$ cat config.mk
export PLATFORM = sky130hd
export DESIGN_NAME = fetch_unit
export DESIGN_NICKNAME = d
export VERILOG_FILES = /design/src/rtl/fetch_unit_pkg.sv /design/src/rtl/fetch_buffer.sv /design/src/rtl/fetch_unit.sv
export SDC_FILE = /design/constraint.sdc
export NUM_CORES = 1
export LEC_CHECK = 0
export CAP_MARGIN = 20
export CORE_UTILIZATION = 49
export CTS_BUF_LIST = sky130_fd_sc_hd__clkbuf_2 sky130_fd_sc_hd__clkbuf_4 sky130_fd_sc_hd__clkbuf_8
export DETAILED_ROUTE_END_ITERATION = 10
export PLACE_DENSITY = 0.85
export SLEW_MARGIN = 0
export SYNTH_ARGS = -nofsm -noshare
export SYNTH_HDL_FRONTEND = slang
export SYNTH_SLANG_ARGS = --single-unit
$ cat constraint.sdc
create_clock -name clk -period 4.6 [get_ports clk]
set_input_delay 0.46 -clock clk [delete_from_list [all_inputs] [get_ports clk]]
set_output_delay 0.46 -clock clk [all_outputs]
set_load 0.03 [all_outputs]
$ cat src/rtl/fetch_unit_pkg.sv
// Shared types and constants for the instruction fetch unit.
// FETCH_MISALIGN_CHECK_EN adds the FAULT state used by the redirect alignment check.
package fetch_unit_pkg;

  localparam logic [31:0] RESET_PC_DEFAULT = 32'h0000_0000;

  // Wide enough for outstanding, kill and buffer counts up to a depth of 4.
  localparam int unsigned CNT_W = 3;

`ifdef FETCH_MISALIGN_CHECK_EN
  typedef enum logic [1:0] {ST_RESET, ST_RUN, ST_FAULT} fetch_state_e;
`else
  typedef enum logic [1:0] {ST_RESET, ST_RUN} fetch_state_e;
`endif

  typedef struct packed {
    logic [31:0] pc;
    logic [31:0] instr;
  } fetch_entry_t;

endpackage

$ cat src/rtl/fetch_buffer.sv
// Small FIFO of {pc, instruction} entries feeding the decoder.
// Flush has priority; a push and a pop in the same cycle are legal even when full.
module fetch_buffer
  import fetch_unit_pkg::*;
#(
  parameter int unsigned DEPTH = 2
) (
  input  logic               clk,
  input  logic               rst,
  input  logic               push,
  input  fetch_entry_t       push_data,
  input  logic               pop,
  input  logic               flush,
  output fetch_entry_t       pop_data,
  output logic               full,
  output logic               empty,
  output logic [CNT_W-1:0]   count
);

  localparam int unsigned PW = $clog2(DEPTH);

  fetch_entry_t     mem [DEPTH];
  logic [PW-1:0]    wr_q, wr_d, rd_q, rd_d;
  logic [CNT_W-1:0] cnt_q, cnt_d;
  logic             do_push, do_pop;

  assign empty = (cnt_q == '0);
  assign full  = (cnt_q == CNT_W'(DEPTH));
  assign count = cnt_q;

  // NOTE: every variable gets a default at the top of always_comb so no path leaves it unassigned (no latch).
  always_comb begin
    do_pop  = pop && !empty;
    do_push = push && (!full || do_pop);
    wr_d    = wr_q;
    rd_d    = rd_q;
    cnt_d   = cnt_q;
    if (flush) begin
      wr_d  = '0;
      rd_d  = '0;
      cnt_d = '0;
    end else begin
      if (do_push) wr_d = wr_q + PW'(1);
      if (do_pop)  rd_d = rd_q + PW'(1);
      cnt_d = cnt_q + CNT_W'(do_push) - CNT_W'(do_pop);
    end
  end

  // NOTE: the storage array has no reset; pop_data is masked while empty so stale contents never leak out.
  always_ff @(posedge clk) begin
    if (do_push && !flush) mem[wr_q] <= push_data;
  end

  // NOTE: state registers use non-blocking assignments so all flops update from pre-edge values.
  always_ff @(posedge clk or posedge rst) begin
    if (rst) begin
      wr_q  <= '0;
      rd_q  <= '0;
      cnt_q <= '0;
    end else begin
      wr_q  <= wr_d;
      rd_q  <= rd_d;
      cnt_q <= cnt_d;
    end
  end

  assign pop_data = empty ? '0 : mem[rd_q];

endmodule

$ cat src/rtl/fetch_unit.sv
// In-order instruction fetch unit with redirect flush and response kill tracking.
// Define FETCH_MISALIGN_CHECK_EN to add the misaligned-redirect check and the fetch_fault port.
module fetch_unit
  import fetch_unit_pkg::*;
#(
  parameter logic [31:0] RESET_PC  = RESET_PC_DEFAULT,
  parameter int unsigned BUF_DEPTH = 2
) (
  input  logic        clk,
  input  logic        rst,
  output logic        imem_req,
  output logic [31:0] imem_addr,
  input  logic        imem_gnt,
  input  logic        imem_rvalid,
  input  logic [31:0] imem_rdata,
  input  logic        redirect_valid,
  input  logic [31:0] redirect_pc,
  output logic        out_valid,
  input  logic        out_ready,
  output logic [31:0] out_instruction,
  output logic [31:0] out_pc
`ifdef FETCH_MISALIGN_CHECK_EN
  ,
  output logic        fetch_fault
`endif
);

  localparam int unsigned PW = $clog2(BUF_DEPTH);

  fetch_state_e     state_q, state_d;
  logic [31:0]      fetch_pc_q, fetch_pc_d;
  logic [CNT_W-1:0] outst_q, outst_d, kill_q, kill_d;
  logic [31:0]      pcq_mem [BUF_DEPTH];
  logic [PW-1:0]    pcq_wr_q, pcq_wr_d, pcq_rd_q, pcq_rd_d;
  logic [31:0]      redir_tgt;
  logic             gnt_fire, rsp_live, buf_push;
  logic             buf_full, buf_empty;
  logic [CNT_W-1:0] buf_count;
  fetch_entry_t     push_entry, head;

`ifdef FETCH_MISALIGN_CHECK_EN
  logic misaligned;
  assign misaligned  = |redirect_pc[1:0];
  assign redir_tgt   = redirect_pc;
  assign fetch_fault = (state_q == ST_FAULT);
`else
  assign redir_tgt = redirect_pc & 32'hFFFF_FFFC;
`endif

  always_comb begin
    // Killed responses still occupy outstanding slots, so the room check stays conservative.
    imem_req = (state_q == ST_RUN) && !buf_full &&
               ((4'(outst_q) + 4'(buf_count)) < 4'(BUF_DEPTH));
    gnt_fire = imem_req && imem_gnt;
    rsp_live = imem_rvalid && (kill_q == '0);
    buf_push = rsp_live && !redirect_valid;
    push_entry = '{pc: pcq_mem[pcq_rd_q], instr: imem_rdata};

    outst_d = outst_q + CNT_W'(gnt_fire) - CNT_W'(imem_rvalid);

    kill_d = kill_q;
    if (redirect_valid) kill_d = outst_d;
    else if (imem_rvalid && kill_q != '0) kill_d = kill_q - CNT_W'(1);

    fetch_pc_d = fetch_pc_q;
    if (redirect_valid) fetch_pc_d = redir_tgt;
    else if (gnt_fire) fetch_pc_d = fetch_pc_q + 32'd4;

    pcq_wr_d = pcq_wr_q;
    pcq_rd_d = pcq_rd_q;
    if (redirect_valid) begin
      pcq_wr_d = '0;
      pcq_rd_d = '0;
    end else begin
      if (gnt_fire) pcq_wr_d = pcq_wr_q + PW'(1);
      if (rsp_live) pcq_rd_d = pcq_rd_q + PW'(1);
    end

    state_d = ST_RUN;
`ifdef FETCH_MISALIGN_CHECK_EN
    if (redirect_valid) state_d = misaligned ? ST_FAULT : ST_RUN;
    else if (state_q == ST_FAULT) state_d = ST_FAULT;
`endif
  end

  always_ff @(posedge clk) begin
    if (gnt_fire && !redirect_valid) pcq_mem[pcq_wr_q] <= fetch_pc_q;
  end

  always_ff @(posedge clk or posedge rst) begin
    if (rst) begin
      state_q    <= ST_RESET;
      fetch_pc_q <= RESET_PC;
      outst_q    <= '0;
      kill_q     <= '0;
      pcq_wr_q   <= '0;
      pcq_rd_q   <= '0;
    end else begin
      state_q    <= state_d;
      fetch_pc_q <= fetch_pc_d;
      outst_q    <= outst_d;
      kill_q     <= kill_d;
      pcq_wr_q   <= pcq_wr_d;
      pcq_rd_q   <= pcq_rd_d;
    end
  end

  fetch_buffer #(.DEPTH(BUF_DEPTH)) u_buf (
    .clk       (clk),
    .rst       (rst),
    .push      (buf_push),
    .push_data (push_entry),
    .pop       (out_valid && out_ready),
    .flush     (redirect_valid),
    .pop_data  (head),
    .full      (buf_full),
    .empty     (buf_empty),
    .count     (buf_count)
  );

  assign imem_addr       = fetch_pc_q;
  assign out_valid       = !buf_empty;
  assign out_pc          = head.pc;
  assign out_instruction = head.instr;

endmodule

# Word level (Yosys, flattened, before mapping)
# Memories as Yosys holds them, arrays and structs flattened.
# Index checks and enable logic that the tools add are counted.
# totals
register_bits	46
latchBits	0
ramBits	192
romBits	0
input_bits	70
output_inout_bits	98
wordCells	65
n_memories	2
# op_classes
addsub	11
multipliers	0
div_mod_pow	0
order_cmp	1
n_eq_ne	1
n_shift	0
mux	18
bitwise_logic	0
reduce_logical	23
# memory_table
name	words	word_bits	read_ports	rd_ports_with_merged_regs	write_ports	line_no	text
u_buf.mem	2	64	1	0	1	fetch_buffer.sv:22	fetch_entry_t mem [DEPTH];
pcq_mem	2	32	1	0	1	fetch_unit.sv:33	logic [31:0] pcq_mem [BUF_DEPTH];
# op_table
operator	n
32-bit two-way mux	2
64-bit two-way mux	1
32-bit by 3-bit adder with 32-bit output, second input constant	1
1-bit two-way mux	12
1-bit logical AND	11
2-bit nonzero test	5
3-bit two-way mux	3
3-bit by 1-bit adder with 3-bit output	2
3-bit logical NOT	2
3-bit by 1-bit subtractor with 3-bit output	2
1-bit adder, second input constant	4
3-bit by 3-bit adder with 4-bit output	1
4-bit by 2-bit less-than comparator with 1-bit output, second input constant	1
3-bit by 2-bit equality test with 1-bit output, second input constant	1
1-bit logical NOT	3
3-bit nonzero test	1
3-bit by 1-bit subtractor with 3-bit output, second input constant	1
1-bit logical OR	1

# Depth between registers and ports, before layout
# logic_depth
depth_word	9
depth_mapped	14

# Cells and area by module
# A second synthesis with hierarchy kept.
# unflattened
cells_unflattened	653
area_unflattened_um2	9599.2
# modules_own_cells
module	instances	cells_per_inst	area_per_inst_um2	seq_area_each_um2
fetch_buffer	1	298	5102.4	3968.8
fetch_unit	1	355	4496.8	2777.7

# Least setup slack after synthesis
# No wires, ideal clock.
# synth_timing
path_type	reg-to-reg
start	reg u_buf.cnt_q[1] (netlist: u_buf.count[1])
end	mem pcq_mem[1][10] (enable)
setup_time_ns	0.461
arrival_time_ns	4.098
slack_ns	0.041
path_stages_with_launch	8
n_path_buf	1
synth_period_minus_slack_ns	4.559
path_cell_list	dfrtp_1 inv_1 fa_1 a311o_1 a21boi_2 nand2_1 buf_2 nor3b_1
# synth_via
elab_chain_cells	8
elab_cells_between_ends	10
# synth_lines
element	line_no	text
start: declaration	fetch_buffer.sv:24	logic [CNT_W-1:0] cnt_q, cnt_d;
start signal: assignment	fetch_buffer.sv:63	cnt_q <= cnt_d;
branches (longest 3 deep; another with 3-bit by 3-bit adder with 4-bit output)	-	
1-bit logical AND (*)	fetch_unit.sv:52	imem_req = (state_q == ST_RUN) && !buf_full &&
1-bit logical AND (*)	fetch_unit.sv:54	gnt_fire = imem_req && imem_gnt;
1-bit logical AND (*)	fetch_unit.sv:87	if (gnt_fire && !redirect_valid) pcq_mem[pcq_wr_q] <= fetch_pc_q;
1-bit two-way mux (*)	fetch_unit.sv:87	
1-bit two-way mux (implied by the code) (*)	fetch_unit.sv:87	
end: declaration	fetch_unit.sv:33	
# Mark *: on every way between the ends.

# Final worst setup path
# layout_timing
start	reg u_buf.cnt_q[1] (netlist: u_buf.count[1])
end	out imem_req
# layout_via
elab_chain_cells	4
elab_cells_between_ends	6
# layout_lines
element	line_no	text
branches (longest 3 deep; another with 3-bit by 3-bit adder with 4-bit output)	-	
1-bit logical AND (*)	fetch_unit.sv:52	
end: declaration	fetch_unit.sv:11	output logic imem_req,
# Marked as above.

==> flow_metrics.env <==
export IMPL_outcome="complete, no violations"
export IMPL_nNetsFinal=911
export IMPL_hold_path_class="in -> reg"
export IMPL_drv_slew=0
export IMPL_initial_utilization_pct=50.4
export IMPL_drt_pass1_iterations=5
export IMPL_power_w=0.00681
export IMPL_syn_area_um2=9490
export IMPL_grt_pass1_wl_um=30200
export IMPL_worst_slew_pin_slew_ns=0.935
export IMPL_p_int_w=0.00441
export IMPL_p_leak_nw=4.26
export IMPL_die_area_um2=19900
export IMPL_wl_per_cell_um=17.3
export IMPL_clkPwrFrac_pct=25.1
export IMPL_die_y_um=141
export IMPL_root_buffer="clkbuf_8"
export IMPL_syn_area_per_cell_um2=14.7
export IMPL_clk_latency_ns=0.52
export IMPL_multi_input_area_um2=2680
export IMPL_p_seq_share_pct=38.4
export IMPL_h_tree_depth=2
export IMPL_critPathCaptureType="output port"
export IMPL_drive_above_1_share_pct=13.1
export IMPL_io_buffers=161
export IMPL_core_area_um2=18800
export IMPL_grt_start_max_net_pins=65
export IMPL_clkTransAtPathRegs_ns=0.05
export IMPL_finalWeightedCongestion=0.827
export IMPL_drt_iter0_markers=259
export IMPL_antennaDiodeCount=0
export IMPL_cts_hold_buf=0
export IMPL_fin_skew_ns=0.0129
export IMPL_fin_crit_sh_pct=82.3
export IMPL_clock_path_buffers=3
export IMPL_hold_viol_final=0
export IMPL_post_route_min_period_ns=3.78
export IMPL_nFillCells=1374
export IMPL_startpoint_type="flip-flop"
export IMPL_grt_pass1_vias=5915
export IMPL_ys_seq_area_share_pct=69.8
export IMPL_drc=0
export IMPL_p_sw_share_pct=35.2
export IMPL_required_ns=4.14
export IMPL_ir_worst_vdd_v=0.000360
export IMPL_drv_cap=0
export IMPL_post_cts_resized=0
export IMPL_final_setup_tns_ns=0
export IMPL_combPwrFrac_pct=36.4
export IMPL_grt_overflow_total=0
export IMPL_yosysWarnings=0
export IMPL_cts_sink_count=228
export IMPL_vias=5797
export IMPL_arrival_ns=3.32
export IMPL_criticalPathCategory="reg -> out"
export IMPL_p_sw_w=0.00240
export IMPL_syn2layout_area_growth_pct=28.1
export IMPL_netlist_instances=647
export IMPL_die_w_um=141
export IMPL_ant_nets=0
export IMPL_ys_types=42
export IMPL_rsz0062_at_grt="false"
export IMPL_via_per_inst=5.20
export IMPL_antenna_found_initial=0
export IMPL_grt_usage_pct=19.9
export IMPL_final_seq_area_um2=6630
export IMPL_routed_wl_um=19300
export IMPL_cts_tree="built"
export IMPL_fmax_mhz=264
export IMPL_cts_setup_buffers=0
export IMPL_num_rows=50
export IMPL_ioPinCount=168
export IMPL_numCtsBuffers=38
export IMPL_slew_headroom_pct=37.6
export IMPL_hpwl_um=12200
export IMPL_setup_viol=0
export IMPL_powerDensity_nw_per_um2=560
export IMPL_crit_fanout=22
export IMPL_synth_seq_cells=228
[per-layer routing]
metal  global-route usage, %  wire [um]
met4                    9.21        667
met1                    23.5       7750
met2                    34.8       9660
met5                       0          0
met3                    4.42       1190
[placed cells by master (no fill, tap or decap), types with 4 or more instances in the layout]
cell type	count
or3_1	4
nand4_1	18
o21ai_0	27
and2_1	4
a31oi_1	4
mux2i_1	65
and3_1	5
clkinv_1	11
nand2_1	32
clkdlybuf4s50_1	160
nand2b_1	4
nor2b_1	4
mux2_2	32
nor2_1	78
dfrtp_1	43
xor2_1	18
clkbuf_4	5
nand3_1	15
nor4_1	4
buf_4	9
xnor2_1	12
edfxtp_1	184
conb_1	5
ha_1	9
inv_1	17
clkbuf_8	43
[worst max-delay path: stages, from the launching register on]
cell             delay, ns
dfrtp_1               0.48
inv_1                 0.16
fa_1                  0.53
o211ai_1              0.13
a211oi_4              0.24
buf_4                 0.30
a21boi_0              0.25
clkdlybuf4s50_1       0.71
[state kept, by name, indices dropped and copies added, names as in the netlist]
name         count
outst_q          3
u_buf.rd_q       1
imem_addr       30
u_buf.wr_q       1
kill_q           3
pcq_rd_q         1
pcq_wr_q         1
u_buf.mem      124
state_q          1
pcq_mem         60
u_buf.count      3
[per-stage QoR]
step / cell area (um^2) / util [%] / instances / setup slack (ns) / hold slack, ns
after detailed placement: 11400 / 60.5 / 1048 / 1.15 / 0.526
after CTS: 12100 / 64.4 / 1113 / 0.810 / 0.396
after floorplan: 9500 / - / 650 / 0.0412 / 0.519
after global placement: 11400 / 60.5 / 1048 / 1.24 / 0.499
after global routing: 12200 / 64.6 / 1114 / 0.643 / 0.431
final: 12200 / 64.6 / 1114 / 0.816 / 0.416
[synthesized netlist by cell type]
cell type,instances,area share [%]
and4_1,1,0.092
nor2b_1,5,0.33
nand4_1,18,1.2
inv_1,18,0.71
nor4_4,2,0.45
nor4_1,4,0.26
a21boi_0,1,0.079
ha_1,9,1.2
o21a_1,1,0.079
nand3_1,15,0.79
o31a_1,3,0.28
xnor2_1,12,1.1
conb_1,2,0.079
o211ai_1,1,0.079
a311o_1,3,0.32
edfxtp_1,184,58
a21boi_2,1,0.12
nor2_1,78,3.1
mux2_2,32,3.8
buf_2,2,0.11
nor4b_1,1,0.092
nand2b_1,4,0.26
and3_1,6,0.40
a211oi_4,1,0.21
nand4_2,2,0.26
a21oi_1,1,0.053
nor3_1,5,0.26
a31oi_1,4,0.26
nor3b_1,1,0.079
buf_4,6,0.47
nand2_1,32,1.3
clkbuf_1,19,0.75
o41a_1,1,0.12
xor2_1,18,1.7
or3_1,4,0.26
o21ai_0,27,1.4
dfrtp_1,44,12
mux2i_1,65,6.9
nand4_4,1,0.22
and2_1,4,0.26
buf_1,6,0.24
fa_1,3,0.63
[cell families (layout without fill, tap and decap cells)]
| logic type | Yosys count | in the layout | share of synthesized area, % |
|---|---|---|---|
| multiplexers | 97 | 97 | 10.7 |
| adder cells (fa/ha/maj) | 12 | 12 | 1.82 |
| flip-flops | 228 | 228 | 69.8 |
| other | 2 | 5 | 0.0791 |
| AND/OR/NAND/NOR | 183 | 183 | 9.57 |
| buffers and inverters | 51 | 255 | 2.28 |
| AO/OA/AOI/OAI | 44 | 44 | 3.02 |
| XOR/XNOR | 30 | 30 | 2.77 |
[power by group through the flow]
| stage | clock (W) | combinational, W | sequential [W] |
|---|---|---|---|
| finish | 0.00171 | 0.00248 | 0.00262 |
| global route | 0.00185 | 0.00266 | 0.00263 |
| CTS | 0.00175 | 0.00241 | 0.00270 |
| detailed placement | 0 | 0.00240 | 0.00274 |
| global placement | 0 | 0.00235 | 0.00273 |
| floorplan | 0 | 0.00157 | 0.00263 |
[final cells by class]
class	instances	share of cell area [%]
flip-flops and latches	228	54.5
inverters	18	0.556
clock buffers	48	5.18
multi-input cells	371	22.1
repair buffers	172	14.2
well taps	260	2.68
clock inverters	17	0.844
[worst paths after layout]
| kind | start | end | slack [ns] | cells past startpoint |
|---|---|---|---|---|
| worst max register to register | u_buf.count[1] | kill_q[2] | 1.13 | 13 |
| worst min register to register | imem_addr[31] | pcq_mem[1][31] | 0.53 | 0 |
| max in group asynchronous | rst | u_buf.rd_q | 3.43 | 2 |
| worst min-delay path | redirect_valid | imem_addr[28] | 0.42 | 3 |
| min in group asynchronous | rst | imem_addr[6] | 0.48 | 2 |
| worst max-delay path | u_buf.count[1] | imem_req | 0.82 | 7 |
No activity file was read; power rests on OpenSTA's default activity.
